==> src/rtl/mult_div_unit_if.sv <==
// Operand/result bundle between the MIPS control/datapath and the
// iterative multiply/divide unit. The datapath side is the master.
interface mult_div_unit_if #(
    parameter int WIDTH = 32
) ();
    logic             start;
    logic [1:0]       op;
    logic [WIDTH-1:0] a;
    logic [WIDTH-1:0] b;
    logic [WIDTH-1:0] hi;
    logic [WIDTH-1:0] lo;
    logic             busy;
    logic             done;
    logic             div_zero;

    modport master (
        output start, op, a, b,
        input  hi, lo, busy, done, div_zero
    );

    modport slave (
        input  start, op, a, b,
        output hi, lo, busy, done, div_zero
    );
endinterface

==> src/rtl/mult_div_unit.sv <==
// Iterative 32-bit MULT/MULTU/DIV/DIVU unit. One shift-add or restoring
// divide step per clock on operand magnitudes, followed by a sign fix-up
// cycle that writes HI/LO. Divide by zero short-circuits straight to DONE.
module mult_div_unit #(
    parameter int WIDTH = 32
) (
    input logic            clock,
    input logic            reset,
    mult_div_unit_if.slave bus
);
    localparam int CW = $clog2(WIDTH);

    typedef enum logic [1:0] {IDLE, RUN, FIX, DONE} state_t;

    state_t             r_state;
    logic               r_is_div;
    logic               r_neg_res;   // product / quotient must be negated
    logic               r_neg_rem;   // remainder takes the dividend sign
    logic [WIDTH-1:0]   r_opb;       // multiplicand or divisor magnitude
    logic [2*WIDTH-1:0] r_acc;       // {upper, multiplier} or {remainder, quotient}
    logic [CW-1:0]      r_count;
    logic [WIDTH-1:0]   r_hi;
    logic [WIDTH-1:0]   r_lo;
    logic               r_busy;
    logic               r_done;
    logic               r_div_zero;

    // op[0]=0 selects the signed flavour, op[1]=1 selects divide
    logic             w_signed;
    logic             w_is_div;
    logic [WIDTH-1:0] w_a_mag;
    logic [WIDTH-1:0] w_b_mag;

    assign w_signed = ~bus.op[0];
    assign w_is_div = bus.op[1];
    assign w_a_mag  = (w_signed && bus.a[WIDTH-1]) ? -bus.a : bus.a;
    assign w_b_mag  = (w_signed && bus.b[WIDTH-1]) ? -bus.b : bus.b;

    // Shift-add step: add multiplicand into the upper half when the current
    // multiplier LSB is set, then shift the whole accumulator right by one.
    logic [WIDTH:0]     w_mul_sum;
    logic [2*WIDTH-1:0] w_mul_next;

    assign w_mul_sum  = {1'b0, r_acc[2*WIDTH-1:WIDTH]} + {1'b0, r_opb};
    assign w_mul_next = r_acc[0] ? {w_mul_sum, r_acc[WIDTH-1:1]}
                                 : {1'b0, r_acc[2*WIDTH-1:1]};

    // Restoring divide step: shift next dividend bit into the remainder and
    // keep the trial subtraction only when it does not go negative.
    logic [WIDTH:0]     w_div_shift;
    logic [WIDTH:0]     w_div_diff;
    logic [2*WIDTH-1:0] w_div_next;

    assign w_div_shift = {r_acc[2*WIDTH-1:WIDTH], r_acc[WIDTH-1]};
    assign w_div_diff  = w_div_shift - {1'b0, r_opb};
    assign w_div_next  = w_div_diff[WIDTH]
                       ? {w_div_shift[WIDTH-1:0], r_acc[WIDTH-2:0], 1'b0}
                       : {w_div_diff[WIDTH-1:0],  r_acc[WIDTH-2:0], 1'b1};

    // Sign fix-up applied in the FIX cycle
    logic [2*WIDTH-1:0] w_prod_fix;
    logic [WIDTH-1:0]   w_quo_fix;
    logic [WIDTH-1:0]   w_rem_fix;

    assign w_prod_fix = r_neg_res ? -r_acc : r_acc;
    assign w_quo_fix  = r_neg_res ? -r_acc[WIDTH-1:0] : r_acc[WIDTH-1:0];
    assign w_rem_fix  = r_neg_rem ? -r_acc[2*WIDTH-1:WIDTH] : r_acc[2*WIDTH-1:WIDTH];

    // Control FSM with datapath; all outputs are registered
    always_ff @(posedge clock) begin
        if (reset) begin
            r_state    <= IDLE;
            r_is_div   <= 1'b0;
            r_neg_res  <= 1'b0;
            r_neg_rem  <= 1'b0;
            r_opb      <= '0;
            r_acc      <= '0;
            r_count    <= '0;
            r_hi       <= '0;
            r_lo       <= '0;
            r_busy     <= 1'b0;
            r_done     <= 1'b0;
            r_div_zero <= 1'b0;
        end else begin
            case (r_state)
                IDLE: begin
                    if (bus.start) begin
                        if (w_is_div && (bus.b == '0)) begin
                            r_state    <= DONE;
                            r_done     <= 1'b1;
                            r_div_zero <= 1'b1;
                        end else begin
                            r_state   <= RUN;
                            r_busy    <= 1'b1;
                            r_count   <= '0;
                            r_is_div  <= w_is_div;
                            r_neg_res <= w_signed && (bus.a[WIDTH-1] ^ bus.b[WIDTH-1]);
                            r_neg_rem <= w_signed && bus.a[WIDTH-1];
                            if (w_is_div) begin
                                r_opb <= w_b_mag;
                                r_acc <= {{WIDTH{1'b0}}, w_a_mag};
                            end else begin
                                r_opb <= w_a_mag;
                                r_acc <= {{WIDTH{1'b0}}, w_b_mag};
                            end
                        end
                    end
                end
                RUN: begin
                    r_acc   <= r_is_div ? w_div_next : w_mul_next;
                    r_count <= r_count + 1'b1;
                    if (r_count == CW'(WIDTH - 1)) begin
                        r_state <= FIX;
                    end
                end
                FIX: begin
                    if (r_is_div) begin
                        r_hi <= w_rem_fix;
                        r_lo <= w_quo_fix;
                    end else begin
                        r_hi <= w_prod_fix[2*WIDTH-1:WIDTH];
                        r_lo <= w_prod_fix[WIDTH-1:0];
                    end
                    r_busy  <= 1'b0;
                    r_done  <= 1'b1;
                    r_state <= DONE;
                end
                DONE: begin
                    r_done     <= 1'b0;
                    r_div_zero <= 1'b0;
                    r_state    <= IDLE;
                end
                default: begin
                    r_state <= IDLE;
                end
            endcase
        end
    end

    assign bus.hi       = r_hi;
    assign bus.lo       = r_lo;
    assign bus.busy     = r_busy;
    assign bus.done     = r_done;
    assign bus.div_zero = r_div_zero;

endmodule

==> src/flat_wrapper.sv <==
// flat-port wrapper written by rule: the top's interface ports become plain ports
module mult_div_unit_flat 
#(
    parameter int WIDTH = 32
)
  (clock, reset, bus_start, bus_op, bus_a, bus_b, bus_hi, bus_lo, bus_busy, bus_done, bus_div_zero);
  mult_div_unit_if #(.WIDTH(WIDTH)) bus_i ();
  input logic clock;
  input logic reset;
  input wire logic [$bits(bus_i.start)-1:0] bus_start;
  input wire logic [$bits(bus_i.op)-1:0] bus_op;
  input wire logic [$bits(bus_i.a)-1:0] bus_a;
  input wire logic [$bits(bus_i.b)-1:0] bus_b;
  output wire logic [$bits(bus_i.hi)-1:0] bus_hi;
  output wire logic [$bits(bus_i.lo)-1:0] bus_lo;
  output wire logic [$bits(bus_i.busy)-1:0] bus_busy;
  output wire logic [$bits(bus_i.done)-1:0] bus_done;
  output wire logic [$bits(bus_i.div_zero)-1:0] bus_div_zero;
  assign bus_i.start = bus_start;
  assign bus_i.op = bus_op;
  assign bus_i.a = bus_a;
  assign bus_i.b = bus_b;
  assign bus_hi = bus_i.hi;
  assign bus_lo = bus_i.lo;
  assign bus_busy = bus_i.busy;
  assign bus_done = bus_i.done;
  assign bus_div_zero = bus_i.div_zero;
  mult_div_unit #(.WIDTH(WIDTH)) u_core (.clock(clock), .reset(reset), .bus(bus_i));
endmodule
==> config.mk <==
export PLATFORM = sky130hd
export DESIGN_NAME = mult_div_unit_flat
export DESIGN_NICKNAME = d
export VERILOG_FILES = /design/src/rtl/mult_div_unit_if.sv /design/src/rtl/mult_div_unit.sv /design/src/flat_wrapper.sv
export SDC_FILE = /design/constraint.sdc
export NUM_CORES = 1
export LEC_CHECK = 0
export ABC_AREA = 1
export CAP_MARGIN = 40
export CORE_AREA = 2 2 221 223
export DETAILED_ROUTE_END_ITERATION = 6
export DIE_AREA = 0 0 223 225
export SLEW_MARGIN = 20
export SYNTH_ARGS = -nofsm -noshare
export SYNTH_HDL_FRONTEND = slang
export SYNTH_SLANG_ARGS = --single-unit
export TNS_END_PERCENT = 30
==> constraint.sdc <==
create_clock -name clock -period 6 [get_ports clock]
set_input_delay 1.2 -clock clock [delete_from_list [all_inputs] [get_ports clock]]
set_output_delay 1.2 -clock clock [all_outputs]
set_load 0.02 [all_outputs]
Word-level counts from Yosys, hierarchy flattened
Index checks and enable logic that the tools add are counted.
- register bits after elaboration: 173
- latch bits: 0
- bits in writable memories: 0
- ROM bits: 0
- memories kept: 0
- $add $sub $neg: 8
- $mul: 0
- divide/modulo/power cells: 0
- $lt $le $gt $ge: 0
- equality and inequality tests: 8
- shifts and indexed selects: 0
- mux-type cells: 29
- bitwise logic cells: 3
- reductions and logical operators: 16
- operator list (kind ; number):
    two-way mux 64 bit ; 6
    two-way mux 32 bit ; 8
    negator 32 bit ; 4
    one-hot mux 64 bit (2 select lines) ; 1
    negator 64 bit ; 1
    adder 32 x 32 -> 33 bit ; 1
    subtractor 33 x 32 -> 33 bit ; 1
    zero test 32 bit ; 1
    AND reduction 3 bit ; 5
    two-way mux 5 bit ; 2
    one-hot mux 5 bit (2 select lines) ; 1
    one-hot mux 2 bit (4 select lines) ; 1
    two-way mux 2 bit ; 3
    nonzero test 2 bit ; 3
    adder 5 x 1 -> 5 bit (second input constant) ; 1
    == test 5 bit (second input constant) ; 1
    == test 2 bit (second input constant) ; 2
    logical AND 1 bit ; 4
    two-way mux 1 bit ; 4
    inequality test 2 x 1 -> 1 bit (second input constant) ; 2
    inequality test 2 bit (second input constant) ; 2
    one-hot mux 1 bit (2 select lines) ; 2
    one-hot mux 1 bit (3 select lines) ; 1
    nonzero test 3 bit ; 1
    5 further kinds ; 6

Longest topological paths before layout
Gate-level depths: netlist (run 1).
- word-level depth: 7
- mapped depth: 19

Least setup slack after synthesis (run 1)
No wires, ideal clock.
- path type: input to register
- start: input bus_b[1]
- end: register u_core.r_opb[29]
- arrival time: 2.684 ns
- data required time: 5.885 ns
- slack: 3.200 ns
- cell stages on the path: 16
- buffers on the path: 1
- cells stage by stage: inv_1 > ha_1 > nand3_2 > nor2_4 > inv_2 > nor2_2 > nand3_2 > nand2_4 > nor2_8 > nand2_4 > inv_2 > buf_2 > nand2_1 > o21ai_0 > o21ai_0 > inv_1
- word-level cells in the longest chain between the ends: 4
- RTL lines (what ; RTL line ; source):
    start, declared ; flat_wrapper.sv:13 ; input wire logic [$bits(bus_i.b)-1:0] bus_b;
    parallel branches: the longest is 4 deep, another holds negator 32 bit ; -- ;
    end signal, assigned ; mult_div_unit.sv:100 ; r_opb <= w_b_mag;
    end signal, assigned ; mult_div_unit.sv:103 ; r_opb <= w_a_mag;
    end, declared ; mult_div_unit.sv:19 ; logic [WIDTH-1:0] r_opb;
Parallel ways; which one is timed is not known.
A chain may end at the register's enable or synchronous reset.

Worst setup path in the final report (run 1)
- start: input bus_b[0]
- end: register u_core.r_acc[56]
- word-level cells in the longest chain between the ends: 4
- RTL lines (what ; RTL line ; source):
    zero test 32 bit ; mult_div_unit.sv:88 ; if (w_is_div && (bus.b == '0)) begin
    logical AND 1 bit ; mult_div_unit.sv:88 ;
    inequality test 2 bit (no source line) ; -- ;
    AND reduction 3 bit (no source line) ; -- ;
    end signal, assigned ; mult_div_unit.sv:101 ; r_acc <= {{WIDTH{1'b0}}, w_a_mag};
    end signal, assigned ; mult_div_unit.sv:104 ; r_acc <= {{WIDTH{1'b0}}, w_b_mag};
    end signal, assigned ; mult_div_unit.sv:110 ; r_acc <= r_is_div ? w_div_next : w_mul_next;
    end, declared ; mult_div_unit.sv:20 ; logic [2*WIDTH-1:0] r_acc;
Every way passes these cells.

==> run metrics, run 1 <==
status finished, final reports clean; Detailed Route Iter0 Violations 1758; CTS sink cnt between 150 and 200; height of the die 225 µm; GR Overflow Total 0; Total GRT Usage 26.4%; Pleak ~9.9 nW; Simple-Gate Fraction of Synth Area approximately 40%; setup TNS 0 ps; Hold Vio Cnt, Final 0; Internal ~2.9 mW; Die Wd 223 µm; via count between 20k and 25k; WS Path Type in -> reg; Flop pwr share between 20% and 30%; skew final between 10 and 15 ps; Yosys Warn Count 0; average size of a mapped cell 5.53 µm²; compound-gate portion of the synthesized area 17.1%; layout cells sized above 1 between 3 and 4%; Worst-path clk slew around 70 ps; Seq/Total Area, Yosys between 10% and 20%; GRT met2 Usage approximately 43%; Clock Power Share slightly below 20%; Synth async-reset ratio 0%; destination of the critical timing path u_core.r_acc[56]$_SDFFE_PP0P_; most used cell along the critical path nand3_2; Layout Nets ~3.4k; Max Cap Viol 0; first-pass GRT wire length slightly above 100 mm; Hold Path Class reg -> reg; R2R Setup Slk roughly 2300 ps; initial antenna violation count 0; first-pass iteration count of the detailed router 6; final setup fails 0; grt met1 use a little over a third; DRC 0; Clock H-tree levels 4; Top FF cell, synth dfxtp_1; CP max stage cell a21oi_4; max incr delay on CP between 600 and 700 ps; DPL Wire Length 52.7 mm; sw power around 3.0 mW; Critical R2R Capture u_core.r_acc[51]$_SDFFE_PP0P_; hold_buf cts 0; CTS tree built; reg2reg start u_core.r_acc[32]$_SDFFE_PP0P_; Setup crit end kind flip-flop; Synth cell types approximately 50; gpl congestion about 0.96; Worst Path Buf+Inv 4; Clk Latency, worst-skew pair 470 ps; postcts setup bufs 0; post-route clock period utilization 64.2%; power density cells just under 300 nW/µm²; Peak Freq around 0.26 GHz; pin count of the biggest net entering global routing 75; Tmin final approximately 3900 ps; Slew Viols, Final 0; family with the most delay on the worst path buffers and inverters; post-route ant nets 0; area of the die 50200 µm²; Ports between 100 and 150; RSZ-0062 raised after global routing no; mapped cell area between 15000 and 20000 µm²; Starting Density a little under two fifths; Area Overhead vs Synth 13.7%; grt peak-use layer met2; Final Power about 5.9 mW; PostCTS Resize Cnt 0; EDFF count, synth 0; Total Wirelength 67.0 mm; crit path cell chain clkdlybuf4s50_1 > inv_1 > ha_1 > nand3_2 > nor2_4 > inv_2 > nor2_2 > nand3_2 > nand2_4 > nor2_8 > a21oi_4 > buf_4 > nand2_1 > a21oi_1; CTS buffer count 17; critical path depth 14; Switching Share 51.1%; Logic pwr share 54.5%; Data arrival, critical path about 4200 ps; XOR/XNOR Fraction of Synth Area under 10%; worst r2r path cells 17; CP Data Required Time around 6400 ps; Post-Syn Instances between 3k and 4k; CP startpoint bus_b[0]; Rows 80; post-synthesis adder-cell area fraction around 5.6%; largest family of logic cells by synthesized area simple AND/OR/NAND/NOR gates; worst vdd ir 0.264 mV; ANT cells 0; Slew headroom a little over two fifths; Root Buffer clkbuf_16; PortBufs 135; CTS max path bufs 2; vias in the first global route 18.2k; Yosys reg bits 173; worst slew pin tran between 800 and 900 ps; post-synthesis net count around 3.3k; critical-path maximum fanout 32; WL per Instance 17.4 µm; met3 usage 2.48%; Vias/cell ~5.2; Setup crit start kind input pin; post-synthesis mux area share 0%; Core Footprint around 48000 µm²
==> routing by layer <==
metal	share of wire (%)	up-vias
met1	46	9010
met4	3.7	0
met2	45	705
li1	-	10239
met3	5.7	113
met5	0	-
==> logic make-up (layout without fill, tap and decap cells) <==
group                    after synthesis  count (layout)
adder cells (fa/ha/maj)               77              77
buffers and inverters                608             674
AO/OA/AOI/OAI                        540             540
flip-flops                           173             173
XOR/XNOR                              88              88
AND/OR/NAND/NOR                     1690            1690
==> metrics by stage <==
| stage | cell area, µm² | utilization [%] | worst slack [ps] | cells | hold WS [ps] |
|---|---|---|---|---|---|
| after global routing | 20000 | 42.0 | 1930 | 3857 | 500 |
| after CTS | 20000 | 42.0 | 2220 | 3857 | 473 |
| after global placement | 19300 | 40.6 | 1800 | 3822 | 457 |
| final | 20000 | 42.0 | 2150 | 3857 | 474 |
| after detailed placement | 19400 | 40.8 | 1730 | 3825 | 463 |
| after floorplan | 17600 | - | 3200 | 3176 | 437 |
==> state kept, by name (all words and copies together) (netlist names) <==
register	flops
u_core.r_state	2
u_core.r_count	5
u_core.r_acc	64
u_core.bus.div_zero	1
u_core.bus.busy	1
u_core.r_opb	32
u_core.r_is_div	1
u_core.r_neg_res	1
u_core.bus.lo	32
u_core.r_neg_rem	1
u_core.bus.done	1
u_core.bus.hi	32
==> tightest hold or removal path: cells and delay by family, from the launching register on <==
kind	cells	cell delay (ps)
compound gates	1	50
buf+inv	1	50
flops	1	330
==> cells in the final DEF, fill, tap and decap left out, types with 22 or more instances in the layout <==
cell type / count
inv_1: 471
o211ai_1: 33
dfxtp_1: 172
nand3_1: 234
o21ai_0: 168
clkdlybuf4s50_1: 134
nand4_1: 33
ha_1: 74
nor2_1: 365
nand3b_1: 22
a21oi_1: 245
xnor2_1: 23
xor2_1: 65
nor3_1: 36
nand2_1: 959
==> synthesized netlist by cell type (5+ instances only) <==
| master | number | share of area [%] |
|---|---|---|
| a21o_1 | 5 | 0.21 |
| buf_1 | 14 | 0.30 |
| nand3b_1 | 22 | 0.94 |
| o21ai_1 | 16 | 0.46 |
| nor2_2 | 8 | 0.28 |
| nor4_1 | 5 | 0.18 |
| ha_1 | 75 | 5.3 |
| nand4_1 | 33 | 1.2 |
| inv_2 | 11 | 0.23 |
| dfxtp_1 | 173 | 20 |
| clkbuf_1 | 81 | 1.7 |
| a21oi_1 | 245 | 7.0 |
| inv_1 | 472 | 10 |
| o211ai_1 | 33 | 1.4 |
| xnor2_1 | 23 | 1.1 |
| buf_2 | 20 | 0.57 |
| xor2_1 | 65 | 3.2 |
| o221ai_1 | 16 | 0.80 |
| o21bai_1 | 8 | 0.34 |
| nand2_1 | 959 | 20 |
| nor3_1 | 36 | 1.0 |
| nor2_1 | 367 | 7.8 |
| a31oi_1 | 16 | 0.57 |
| a211oi_1 | 14 | 0.60 |
| or2_2 | 5 | 0.18 |
| nand3_1 | 234 | 6.7 |
| o21ai_0 | 168 | 4.8 |
==> how the worst min path moves through the flow <==
stage | slack (ps) | start | cells past startpoint | to
floorplan | 440 | u_core.r_count[2]$_SDFFE_PP0P_ | 2 | u_core.r_count[2]$_SDFFE_PP0P_
global placement | 460 | u_core.r_count[2]$_SDFFE_PP0P_ | 2 | u_core.r_count[2]$_SDFFE_PP0P_
detailed placement | 460 | u_core.r_count[2]$_SDFFE_PP0P_ | 2 | u_core.r_count[2]$_SDFFE_PP0P_
CTS | 470 | u_core.r_count[2]$_SDFFE_PP0P_ | 2 | u_core.r_count[2]$_SDFFE_PP0P_
global route | 500 | u_core.r_count[2]$_SDFFE_PP0P_ | 2 | u_core.r_count[2]$_SDFFE_PP0P_
finish | 470 | u_core.r_count[2]$_SDFFE_PP0P_ | 2 | u_core.r_count[2]$_SDFFE_PP0P_
==> layout make-up <==
class	instances	area, µm²
tap	615	769
sequential	173	3470
timing repair buffer	157	1550
inverter	485	1820
clock inverter	13	145
clock buffer	19	453
multi-input combinational	2395	11800
fill	5267	27600
==> power groups by stage <==
| stage | Clock [mW] | Combinational [mW] | Sequential (mW) |
|---|---|---|---|
| floorplan | 0 | 2.27 | 1.46 |
| detailed placement | 0 | 3.14 | 1.54 |
| global route | 1.20 | 3.58 | 1.54 |
| CTS | 1.17 | 3.15 | 1.51 |
| finish | 1.15 | 3.20 | 1.52 |
| global placement | 0 | 3.12 | 1.54 |
(Power assumes the default switching activity.)
==> run 2: changes to the inputs <==
==> constraint.sdc (replaced) <==
create_clock -name clock -period 3.15 [get_ports clock]
set_input_delay 0.63 -clock clock [delete_from_list [all_inputs] [get_ports clock]]
set_output_delay 0.63 -clock clock [all_outputs]
set_load 0.02 [all_outputs]
==> run metrics, run 2 (same netlist as run 1, synthesis figures left out) <==
Vias/cell 5.21 (was 5.20); setup TNS 0 ps (unchanged); CP startpoint u_core.r_acc[31]$_SDFFE_PP0P_ (was bus_b[0]); DPL Wire Length 54.5 mm (was 52.7 mm); pin count of the biggest net entering global routing 69 (was 75); Critical R2R Capture u_core.r_acc[55]$_SDFFE_PP0P_ (was u_core.r_acc[51]$_SDFFE_PP0P_); Largest register FFs 64 (unchanged); worst vdd ir 0.467 mV (was 0.264 mV); PortBufs 135 (unchanged); Total GRT Usage 27.0% (was 26.4%); CTS sink cnt 173 (unchanged); Core Footprint 47500 µm² (unchanged); GR Overflow Total 0 (unchanged); CTS buffer count 17 (unchanged); Clk Latency, worst-skew pair 480 ps (was 470 ps); Layout Nets 3457 (was 3375); height of the die 225 µm (unchanged); first-pass GRT wire length 106 mm (was 104 mm); DRC 0 (unchanged); gpl congestion 0.974 (was 0.962); Starting Density 37.0% (unchanged); hold slack 477 ps (was 474 ps); status finished, final reports clean (unchanged); Data arrival, critical path 3280 ps (was 4240 ps); Hold Path Stages 2 (unchanged); Rows 80 (unchanged); postcts setup bufs 0 (unchanged); Hold Path Class reg -> reg (unchanged); CTS max path bufs 2 (unchanged); Clock H-tree levels 4 (unchanged); final setup fails 0 (unchanged); R2R Setup Slk 270 ps (was 2320 ps); dpl ws 24.2 ps (was 1730 ps); hold wc startpoint u_core.r_count[2]$_SDFFE_PP0P_ (unchanged); first-pass iteration count of the detailed router 7 (was 6); commonest non-fill, non-tap cell in the layout nand2_1 (unchanged); Slew headroom 49.3% (was 43.2%); critical-path maximum fanout 24 (was 32); Peak Freq 0.347 GHz; Reg with most FFs u_core.r_acc (unchanged); Hold Vio Cnt, Final 0 (unchanged); Util after Layout 43.5% (was 42.0%); initial antenna violation count 1 (was 0); FILL cells 5226 (was 5267); layout cells sized above 1 5.60% (was 3.24%); Root Buffer clkbuf_16 (unchanged); reg2reg start u_core.r_acc[31]$_SDFFE_PP0P_ (was u_core.r_acc[32]$_SDFFE_PP0P_); Area Overhead vs Synth 17.6% (was 13.7%); Final Power 11.6 mW (was 5.87 mW); WS Path Type reg -> reg (was in -> reg); Worst-path clk slew 70 ps (about the same); commonest non-fill, non-tap cells in the layout nand2_1, inv_1, nor2_1, a21oi_1, nand3_1 (unchanged); via count 20.5k (was 20.1k); hold path endpoint u_core.r_count[2]$_SDFFE_PP0P_ (unchanged); Final Non-Filler Cells 3938 (was 3857); WL per Instance 17.3 µm (was 17.4 µm); Total Wirelength 68.3 mm (was 67.0 mm); Worst Slack Setup Final 272 ps (was 2150 ps); Max Cap Viol 0 (unchanged); CTS tree built (unchanged); Slew Viols, Final 0 (unchanged); Die Wd 223 µm (unchanged); Setup crit end kind flip-flop (unchanged); post-route ant nets 0 (unchanged); Inst Count DP 3907 (was 3825); post-route clock period utilization around nine tenths; vias in the first global route 18.6k (was 18.2k); worst r2r path cells 19 (was 17); Ports 136 (unchanged); worst slew pin tran 761 ps (was 851 ps); Pleak 10.3 nW (was 9.85 nW); area of the die 50200 µm² (unchanged); dpl cell area 20000 µm² (was 19400 µm²); Detailed Route Iter0 Violations 2151 (was 1758); power density cells 561 nW/µm² (was 294 nW/µm²); CP Data Required Time 3550 ps (was 6390 ps); Tmin final 2880 ps; Setup crit start kind flip-flop (was input pin); skew final 17.2 ps (was 14.3 ps); cell area after layout 20700 µm² (was 20000 µm²); RSZ-0062 raised after global routing no (unchanged)
## run 2: per-layer routing
metal  GRT usage [%]  share of wire, %  vias to the layer above
met2            42.8                44                      830
met1            36.8                45                     9172
li1                -                 -                    10400
met5               0                 0                        -
met4            11.9               4.4                        0
met3            3.18               7.3                      123
## run 2: cell type report
cell class / count / area (µm²) / area share [%]
tap: 615 / 769 / 3.72
inverter: 485 / 1820 / 8.81
clock buffer: 17 / 425 / 2.06
sequential: 173 / 3470 / 16.8
antenna: 1 / 2.50 / 0.0121
timing repair buffer: 239 / 2210 / 10.7
multi-input combinational: 2395 / 11800 / 57.0
clock inverter: 13 / 183 / 0.884
## run 2: critical path: stages (launching register included)
cell     delay (ps)
dfxtp_1         330
inv_1            70
ha_1            230
fa_1            380
inv_1            80
nand2_1          70
nand2_1         150
nand3_1         110
nand2_1         120
nand2_1          60
nand2_1         140
nand2_2         110
nand2_1          90
nand2_1          80
nand2_2         140
buf_12          190
nand3_1         160
nand3_1         130
nand2_1          60
a21oi_1         110
## run 2: worst max-delay path by stage
stage	to	slack [ps]
after global placement	u_core.r_acc[10]$_SDFFE_PP0P_	50
after global routing	u_core.r_acc[51]$_SDFFE_PP0P_	40
final	u_core.r_acc[55]$_SDFFE_PP0P_	270
after floorplan	u_core.bus.hi[18]$_SDFFE_PP0P_	790
after detailed placement	u_core.r_acc[10]$_SDFFE_PP0P_	20
after CTS	u_core.r_acc[55]$_SDFFE_PP0P_	220
## run 2: timing repair
action / CTS / global route
resized for setup: 0 / 2
hold buffers: 0 / 0
endpoints found under the setup margin: 0 / 12
## run 2: power breakdown
group          switching [mW]  internal [mW]
Sequential              0.318           2.46
Combinational            4.39           2.13
Clock                    1.03           1.26
